==> config.mk <==
export PLATFORM = sky130hd
export DESIGN_NAME = mem_stream_loader
export DESIGN_NICKNAME = d
export VERILOG_FILES = /design/src/rtl/mem_stream_loader.sv
export SDC_FILE = /design/constraint.sdc
export NUM_CORES = 1
export LEC_CHECK = 0
export BUFFER_PORTS_ARGS = -buffer_cell sky130_fd_sc_hd__buf_4
export CELL_PAD_IN_SITES_DETAIL_PLACEMENT = 1
export CELL_PAD_IN_SITES_GLOBAL_PLACEMENT = 1
export CORE_ASPECT_RATIO = 0.8
export CORE_UTILIZATION = 30
export CTS_BUF_LIST = sky130_fd_sc_hd__clkbuf_8
export CTS_CLUSTER_DIAMETER = 30
export DETAILED_ROUTE_END_ITERATION = 7
export PLACE_DENSITY_LB_ADDON = 0.1
export SETUP_SLACK_MARGIN = 0.3
export SLEW_MARGIN = 20
export SYNTH_ARGS = -nofsm -noshare
export SYNTH_HDL_FRONTEND = slang
export SYNTH_SLANG_ARGS = --single-unit
==> constraint.sdc <==
create_clock -name clk -period 3 [get_ports clk]
set_clock_uncertainty 0.1 [all_clocks]
set_input_delay 0.9 -clock clk [delete_from_list [all_inputs] [get_ports clk]]
set_output_delay 0.9 -clock clk [all_outputs]
set_load 0.1 [all_outputs]
==> src/rtl/mem_stream_loader.sv <==
// mem_stream_loader: parses a framed byte stream (4-byte start byte address,
// 4-byte byte count, payload) and writes the payload into a byte-write-enabled
// 32-bit synchronous RAM. Each word touched produces exactly one single-cycle
// write carrying only the lanes that were filled.
module mem_stream_loader #(
    parameter int AWIDTH = 14
) (
    input  logic              clk,
    input  logic              rst,
    input  logic              start,
    input  logic [7:0]        in_data,
    input  logic              in_valid,
    output logic              in_ready,
    output logic [AWIDTH-1:0] mem_addr,
    output logic [31:0]       mem_d,
    output logic [3:0]        mem_wbe,
    output logic              busy,
    output logic              done
);

    typedef enum logic [2:0] {
        IDLE,
        HDR_ADDR,
        HDR_LEN,
        DATA,
        DONE
    } state_t;

    state_t      state;
    state_t      next_state;

    logic [1:0]  hdr_cnt;
    logic [31:0] byte_addr;
    logic [31:0] remaining;
    logic [31:0] word_buf;
    logic [3:0]  lane_mask;

    logic        accept;
    logic [1:0]  lane;
    logic        last_hdr_byte;
    logic [31:0] next_len;
    logic        flush;
    logic [31:0] merged_buf;
    logic [3:0]  merged_mask;
    logic [31:0] lane_bits;

    logic        in_ready_d;
    logic        busy_d;
    logic        done_d;

    // Transfer qualification and the word being assembled once this byte lands
    always_comb begin
        accept        = in_valid && in_ready;
        lane          = byte_addr[1:0];
        last_hdr_byte = accept && (hdr_cnt == 2'd3);
        next_len      = {in_data, remaining[31:8]};
        merged_buf    = word_buf;
        merged_buf[{lane, 3'b000} +: 8] = in_data;
        merged_mask   = lane_mask | (4'b0001 << lane);
        lane_bits     = {{8{merged_mask[3]}}, {8{merged_mask[2]}},
                         {8{merged_mask[1]}}, {8{merged_mask[0]}}};
        flush         = accept && (state == DATA) &&
                        ((lane == 2'd3) || (remaining == 32'd1));
    end

    // State register
    always_ff @(posedge clk or negedge rst) begin
        if (!rst) begin
            state <= IDLE;
        end else begin
            state <= next_state;
        end
    end

    // Next-state decode; start only matters while idle or finished
    always_comb begin
        next_state = state;
        case (state)
            IDLE:     if (start) next_state = HDR_ADDR;
            HDR_ADDR: if (last_hdr_byte) next_state = HDR_LEN;
            HDR_LEN:  if (last_hdr_byte) next_state = (next_len != 32'd0) ? DATA : DONE;
            DATA:     if (accept && (remaining == 32'd1)) next_state = DONE;
            DONE:     if (start) next_state = HDR_ADDR;
            default:  next_state = IDLE;
        endcase
    end

    // Status outputs are decoded from the upcoming state so they can be registered
    always_comb begin
        in_ready_d = (next_state == HDR_ADDR) || (next_state == HDR_LEN) ||
                     (next_state == DATA);
        busy_d     = in_ready_d;
        done_d     = (next_state == DONE);
    end

    // Registered status outputs
    always_ff @(posedge clk or negedge rst) begin
        if (!rst) begin
            in_ready <= 1'b0;
            busy     <= 1'b0;
            done     <= 1'b0;
        end else begin
            in_ready <= in_ready_d;
            busy     <= busy_d;
            done     <= done_d;
        end
    end

    // Header capture, payload packing and RAM write issue
    always_ff @(posedge clk or negedge rst) begin
        if (!rst) begin
            hdr_cnt   <= 2'd0;
            byte_addr <= 32'd0;
            remaining <= 32'd0;
            word_buf  <= 32'd0;
            lane_mask <= 4'd0;
            mem_addr  <= '0;
            mem_d     <= 32'd0;
            mem_wbe   <= 4'd0;
        end else begin
            mem_wbe <= 4'd0;
            if ((state == IDLE || state == DONE) && start) begin
                hdr_cnt <= 2'd0;
            end
            if (accept) begin
                case (state)
                    HDR_ADDR: begin
                        byte_addr <= {in_data, byte_addr[31:8]};
                        hdr_cnt   <= hdr_cnt + 2'd1;
                    end
                    HDR_LEN: begin
                        remaining <= next_len;
                        hdr_cnt   <= hdr_cnt + 2'd1;
                    end
                    DATA: begin
                        byte_addr <= byte_addr + 32'd1;
                        remaining <= remaining - 32'd1;
                        if (flush) begin
                            mem_addr  <= byte_addr[AWIDTH+1:2];
                            mem_d     <= merged_buf & lane_bits;
                            mem_wbe   <= merged_mask;
                            word_buf  <= 32'd0;
                            lane_mask <= 4'd0;
                        end else begin
                            word_buf  <= merged_buf;
                            lane_mask <= merged_mask;
                        end
                    end
                    default: ;
                endcase
            end
        end
    end

endmodule

==> flow_summary.ini, run 1 <==
[yosys]
synth_cell_type_count = 67
synth_seq_cells = 157
synthCells = 876
synth-edff-count = 0
async_flop_share = 1.00
synth_area_um2 = 8300
avgSynthCellArea_um2 = 9.47
ys.flop_type = dfrtp_1
ys_warn_count = 0
synthesis.nets = 899
seq_area_frac_synth = 0.473

[final_layout]
mostFrequentLayoutCells = 156 x dfrtp_1, 102 x buf_4, 87 x a21oi_1
utilization = 0.360
drive_gt1_frac = 0.191
finalInstanceArea_um2 = 9800
diodes = 0
fill_cells = 3133
layout_commonest_cell = dfrtp_1
nNetsFinal = 966
regArea_um2 = 3930
fin_cells = 1320
multi_input_area_um2 = 4050
area_growth_pct = 18.0

[setup_path]
critPathBufInv = 1
cpPeakStageDelay_ns = 0.47
startpoint_type = flip-flop
path_class = reg2reg
slowest_stage = dfrtp_1
cp_top_family = simple AND/OR/NAND/NOR gates
path_cells = nor4_4 > nand4_2 > nor3_4 > o21a_1 > buf_12 > mux2_1
arrival_ns = 2.83
cp_max_fo = 28
crit_required_ns = 3.26
worstSetupEndpointType = flip-flop

[clocking]
cts.clk_slew.worst_paths_ns = 0.09
cts_buffers = 17
cts_tree = built
cts-root-buf = clkbuf_8
clockBufferDepth = 2
cts_sinks = 157
hold_buffers = 0
clk_latency_ns = 0.48
htree_num_levels = 4

[timing]
hold_viol = 0
period_needed_ns = 2.57
setup_violations = 0
slew_violations = 0
rsz0062_at_grt = no
tightest_slew_ns = 1.03
slew_headroom = 0.308
period_share = 0.858
tns_ns = 0
max_freq_mhz = 389
fin_ws_ns = 0.427
hold_slack_ns = 0.236

[placed_design]
gp_congestion = 0.806
dpl_worst_slack_ns = 0.326
dp_hpwl_um = 18300
place_area_um2 = 9360
io_buffers = 64
dp_cells = 1286

[power_and_ir_drop]
power.switching_mw = 4.94
peakVddDrop_uv = 514
switching_share = 0.490
p_per_area_nw_per_um2 = 1030
p_leak_nw = 4.27
power_frac_seq = 0.327
power_mw = 10.1
p_int_mw = 5.14
clock_power_share = 0.169
power_frac_comb = 0.503

[floorplan]
rows = 54
ios = 65
die-area_um2 = 28300
die_h_um = 151
core_area_um2 = 27200
start_util = 0.305
die_w_um = 188

[grt]
grt_usage = 0.200
grt_pass1_wl_um = 43600
grt_start_max_net_pins = 57
grt_pass1_vias = 7147
grt_overflow = 0
antenna_found_initial = 0

[hold_path]
min_path_type = in2async

[detailed_routing]
drc_errors = 1
vias_per_cell = 5.44
wl_per_cell_um = 20.4
drtIter0Drc = 394
ant_nets = 0
drt_first_pass_iters = 7
vias = 7182
routed_wl_um = 26900

[status]
status = complete, but fails checks
violations = design-rule violations

[job]
maxCapViolCount = 0
-- power by group through the flow --
stage / combinational, mW / clock [mW] / sequential (mW)
floorplan: 2.60 / 0 / 4.17
global placement: 5.08 / 0 / 3.34
detailed placement: 5.11 / 0 / 3.34
CTS: 5.12 / 1.77 / 3.30
global route: 5.53 / 1.83 / 3.40
finish: 5.07 / 1.71 / 3.30
-- area by class of cell --
type	count	share of cell area
Multi-Input combinational cell	646	0.414
Sequential cell	157	0.401
Timing Repair Buffer	109	0.0916
Tap cell	364	0.0465
Clock buffer	18	0.0253
Clock inverter	14	0.0171
Inverter	12	0.00460
-- worst reg2reg max path, cell delays in order (launching register included) --
cell	delay, ns
dfrtp_1	0.47
nor4_4	0.41
nand4_2	0.32
nor3_4	0.38
o21a_1	0.21
buf_12	0.20
mux2_1	0.37
-- registers in the layout, summed over array words and instances (netlist names) --
register and cells:
byte_addr 32, busy 1, mem_wbe 4, state 3, hdr_cnt 2, word_buf 32
remaining 32, done 1, mem_d 32, mem_addr 14, lane_mask 4
-- logic make-up (layout without fill, tap and decap cells) --
kind of cell	after synthesis	in the layout	share of synthesized area
AND/OR/NAND/NOR	318	318	0.202
AO/OA/AOI/OAI	270	270	0.206
flip-flops	157	157	0.473
buffers and inverters	73	153	0.0398
multiplexers	47	47	0.0624
adder cells (fa/ha/maj)	11	11	0.0166
-- routing by layer --
metal / vias to the layer above / routed length [um] / track usage
li1: 3377 / - / -
met1: 3679 / 14000 / 0.295
met2: 109 / 11900 / 0.301
met3: 17 / 776 / 0.0333
met4: 0 / 257 / 0.0533
met5: - / 0 / 0
-- cell usage after synthesis, drive strengths merged (16+ instances only) --
cell type	count	area (um2)
a21oi	87	435
mux2	38	428
nor2b	27	169
nand3	28	140
nor3	25	141
clkbuf	45	173
dfrtp	157	3930
a22o	16	140
nor2	72	270
buf	16	113
nand2	75	282
o22ai	22	138
o21ai	64	324
nand4	16	106
nor4	18	161
-- path summary, 6_finish.rpt --
path	start	endpoint	slack (ns)	depth (start not counted)
worst max-delay path	remaining[10]	mem_d[17]	0.43	6
worst min-delay path	rst	remaining[4]	0.24	1
worst max register to register	remaining[10]	mem_d[17]	0.43	6
worst min register to register	word_buf[25]	word_buf[25]	0.38	2
max in group asynchronous	rst	word_buf[15]	1.91	2
min in group clk	word_buf[25]	word_buf[25]	0.38	2
-- timing repair --
| item | CTS | global route |
|---|---|---|
| setup endpoints to repair | 0 | 25 |
| buffers inserted | 0 | 2 |
| gates resized for setup | 0 | 2 |
No activity file was read; power rests on OpenSTA's default activity.
==> run 2, diff against run 1 <==
Settings changed: CORE_UTILIZATION 30 to 32, HOLD_SLACK_MARGIN from default to 0.03.
==> run 2 against run 1 <==
Compared with the run above: the flow now finishes without violations; combinational power is 1% lower; non-clock buffer count is 8 lower; clock power is 2% lower; critical path depth stayed put; sequential power hardly changed; via count is 1.6% higher; sequential share of layout area is 0.47 points higher; wire length is 0.80% higher; worst setup slack better by 0.029 ns; final cell count is 3.6% lower.
==> flow_summary.ini, run 2 (synthesized netlist as in run 1, its figures left out) <==
[floorplan]
die_h_um = 146
start_util = 0.327
die_w_um = 182
rows = 52
ios = 65
die-area_um2 = 26600
core_area_um2 = 25400

[final_layout]
area_growth_pct = 16.6
layout_commonest_cell = dfrtp_1
multi_input_area_um2 = 4080
fill_cells = 2930
nNetsFinal = 958
drive_gt1_frac = 0.186
regArea_um2 = 3930
diodes = 0
mostFrequentLayoutCells = 157 x dfrtp_1, 96 x buf_4, 87 x a21oi_1

[power_and_ir_drop]
switching_share = 0.508
p_int_mw = 4.91
power.switching_mw = 5.07
p_per_area_nw_per_um2 = 1030
clock_power_share = 0.167
p_leak_nw = 4.22
power_frac_seq = 0.332
peakVddDrop_uv = 442
power_frac_comb = 0.501
power_mw = 9.98

[setup_path]
cp_max_fo = 12
cpPeakStageDelay_ns = 0.55
slowest_stage = nor3_1
cp_top_family = simple AND/OR/NAND/NOR gates
path_cells = nor4_2 > nand4_2 > buf_4 > nor3_1 > a31o_2 > o211ai_1
arrival_ns = 2.77
crit_required_ns = 3.22
critPathBufInv = 1
path_class = reg2reg
worstSetupEndpointType = flip-flop
startpoint_type = flip-flop

[clocking]
cts_buffers = 17
cts_tree = built
clk_latency_ns = 0.47
htree_num_levels = 4
cts-root-buf = clkbuf_8
cts.clk_slew.worst_paths_ns = 0.10
cts_sinks = 157
clockBufferDepth = 2

[detailed_routing]
routed_wl_um = 27200
wl_per_cell_um = 21.3
drt_first_pass_iters = 5
drtIter0Drc = 475
highest_layer = met4
wl_met1_um = 14000
met2_length_um = 11800
vias_per_cell = 5.74
drc_errors = 0
ant_nets = 0
vias = 7295
met3_length_um = 1000

[grt]
grt_pass1_vias = 7626
antenna_found_initial = 0
grt_usage = 0.212
grt_overflow = 0
grt_start_max_net_pins = 56
grt_pass1_wl_um = 44100

[timing]
tns_ns = 0
period_share = 0.848
hold_slack_ns = 0.284
period_needed_ns = 2.54
slew_violations = 0
slew_headroom = 0.293
rsz0062_at_grt = yes
max_freq_mhz = 393
hold_viol = 0
tightest_slew_ns = 1.05
setup_violations = 0

[status]
status = complete, no violations

[job]
maxCapViolCount = 0

[placed_design]
io_buffers = 64
gp_congestion = 0.821
dp_hpwl_um = 18800

[hold_path]
min_path_type = in2async
[run 2: cell types whose count changed in the layout (fill, tap and decap cells not counted), moves of 2 or more]
cell / previous run / this run
buf_12: 6 / 4
clkinv_2: 2 / 0
inv_6: 2 / 4
buf_4: 102 / 96
inv_8: 1 / 6
inv_1: 13 / 11
bufinv_16: 3 / 1
[run 2: repair_timing]
item,CTS,global route
setup endpoints to repair,0,47
buffers inserted,0,3
hold buffers,0,0
resized for setup,0,3
[run 2: area by class of cell]
type | instances | area share
Multi-Input combinational cell | 646 | 0.422
Sequential cell | 157 | 0.406
Timing Repair Buffer | 101 | 0.0839
Tap cell | 324 | 0.0419
Clock buffer | 17 | 0.0242
Clock inverter | 15 | 0.0177
Inverter | 12 | 0.00465
[run 2: power groups by stage]
stage               clock, mW  sequential [mW]  combinational (mW)
floorplan                   0             4.17                2.60
global placement            0             3.31                4.83
detailed placement          0             3.34                4.98
CTS                      1.71             3.31                5.00
global route             1.80             3.40                5.41
finish                   1.67             3.32                5.00
[run 2: metrics by stage]
step | area [um2] | cells | util | setup WS (ns)
global placement | 9220 | 1237 | 0.363 | 0.260
detailed placement | 9230 | 1237 | 0.364 | 0.266
global route | 9680 | 1272 | 0.381 | 0.297
floorplan | 8300 | 876 | - | 0.355
finish | 9680 | 1272 | 0.381 | 0.456
CTS | 9630 | 1269 | 0.380 | 0.317
[run 2: layer usage]
metal | up-vias | GRT usage
met5 | - | 0
met3 | 23 | 0.0352
li1 | 3351 | -
met1 | 3778 | 0.320
met4 | 0 | 0.0508
met2 | 143 | 0.315
[run 2: worst paths after layout]
kind	startpoint	end	slack [ns]	cells after the start
worst max-delay path	remaining[16]	busy	0.46	6
worst min-delay path	rst	mem_d[14]	0.28	1
worst max register to register	remaining[16]	busy	0.46	6
worst min register to register	word_buf[19]	word_buf[19]	0.39	2
max in group asynchronous	rst	word_buf[1]	1.79	2
min in group clk	word_buf[19]	word_buf[19]	0.39	2
==> run 3, diff against run 2 <==
Clock period 3 ns to 2.4 ns, I/O delays scaled along.
==> run 3 against run 2 <==
Compared with the run above: final cell count grew 7.3%; clock power grew 28%; sequential share of layout area shrank 5.8 points; utilization grew 6.6 points; clock-buffer cell count grew 2; critical endpoint is now mem_d[13].
==> flow_summary.ini, run 3 (synthesized netlist as in run 1, its figures left out) <==
[power_and_ir_drop]
p_per_area_nw_per_um2 = 1280
peakVddDrop_uv = 500
p_leak_nw = 4.95
power_mw = 14.5

[final_layout]
area_growth_pct = 36.8
drive_gt1_frac = 0.370
fill_cells = 2826
mostFrequentLayoutCells = 152 x buf_4, 147 x dfrtp_1, 82 x a21oi_1
utilization = 0.447
diodes = 0
layout_commonest_cell = buf_4
nNetsFinal = 1051

[floorplan]
rows = 52
die-area_um2 = 26600
die_h_um = 146
die_w_um = 182
start_util = 0.327
core_area_um2 = 25400
ios = 65

[grt]
grt_overflow = 0
grt_pass1_wl_um = 46500
grt_usage = 0.225
grt_start_max_net_pins = 58
antenna_found_initial = 0
grt_pass1_vias = 7997

[setup_path]
arrival_ns = 2.58
worstSetupEndpointType = flip-flop
startpoint_type = flip-flop
path_class = reg2reg
rrSetupSlack_ns = 0.08
rr_endpoint = mem_d[13]
cp_max_fo = 7
rr_startpoint = remaining[27]
crit_required_ns = 2.66
critPathLaunch = remaining[27]
reg2reg_depth = 7

[timing]
hold_slack_ns = 0.383
slew_violations = 0
fin_ws_ns = 0.0779
max_freq_mhz = 431
tightest_slew_ns = 0.569
slew_headroom = 0.620
tns_ns = 0
period_needed_ns = 2.32
hold_viol = 0
setup_violations = 0
period_share = 0.968
rsz0062_at_grt = yes

[status]
status = complete, no violations

[clocking]
cts_buffers = 17
cts_tree = built
clk_latency_ns = 0.48
htree_num_levels = 4
clockBufferDepth = 2
cts.clk_slew.worst_paths_ns = 0.09
cts-root-buf = clkbuf_8
cts_sinks = 157

[placed_design]
gp_congestion = 0.857
dpl_worst_slack_ns = -0.0534
io_buffers = 64
dp_hpwl_um = 19700

[detailed_routing]
wl_per_cell_um = 22.0
ant_nets = 0
routed_wl_um = 30100
drt_first_pass_iters = 5
drc_errors = 0
vias_per_cell = 5.71
vias = 7797
drtIter0Drc = 450

[job]
maxCapViolCount = 0

[hold_path]
hold_start = word_buf[31]
min_to = word_buf[31]
min_path_cells = 2
min_path_type = reg2reg
run 3: worst max-delay path by stage:
| stage | to | slack (ns) | cells after the start |
|---|---|---|---|
| CTS | mem_d[14] | 0.1 | 7 |
| global placement | busy | -0.05 | 6 |
| floorplan | mem_d[10] | 0.16 | 7 |
| finish | mem_d[13] | 0.08 | 7 |
| global route | mem_d[13] | 0.03 | 7 |
| detailed placement | busy | -0.05 | 6 |
run 3: layout make-up:
class	instances	area, um2	share of cell area
Sequential cell	157	3940	0.347
Tap cell	324	405	0.0357
Clock inverter	13	149	0.0131
Multi-Input combinational cell	649	4770	0.420
Clock buffer	19	262	0.0230
Timing Repair Buffer	191	1780	0.157
Inverter	12	45.0	0.00397
run 3: worst max-delay path, stage by stage, from the launching register on:
cell and delay (ns):
dfrtp_2 0.44, nor4_4 0.32, nand4_1 0.24, nor3_4 0.30, o21a_2 0.21, buf_6 0.14, clkbuf_16 0.16, mux2_4 0.30
run 3: per-layer routing:
layer  vias up  routed length, um  track usage
met5         -                  0            0
met4         0                261       0.0538
met1      4037              15100        0.332
met2       173              13400        0.334
met3        23               1320       0.0481
li1       3564                  -            -
run 3: power breakdown:
group	total, mW	internal [mW]	switching (mW)
clock	2.13	1.07	1.06
combinational	8.32	3.07	5.25
sequential	4.06	3.35	0.710
total	14.5	7.49	7.01
run 3: per-stage QoR:
stage / instance area (um2) / instances
detailed placement: 9750 / 1294
finish: 11400 / 1365
global placement: 9750 / 1294
CTS: 10600 / 1342
global route: 11400 / 1365
floorplan: 8340 / 876
run 3: repair_timing:
action,in CTS,in global routing
resized for setup,44,155
pin swaps,17,66
setup buffers,9,19
setup endpoints to repair,111,111
gates cloned,6,4
hold endpoints to repair,14,0
hold buffers,1,0
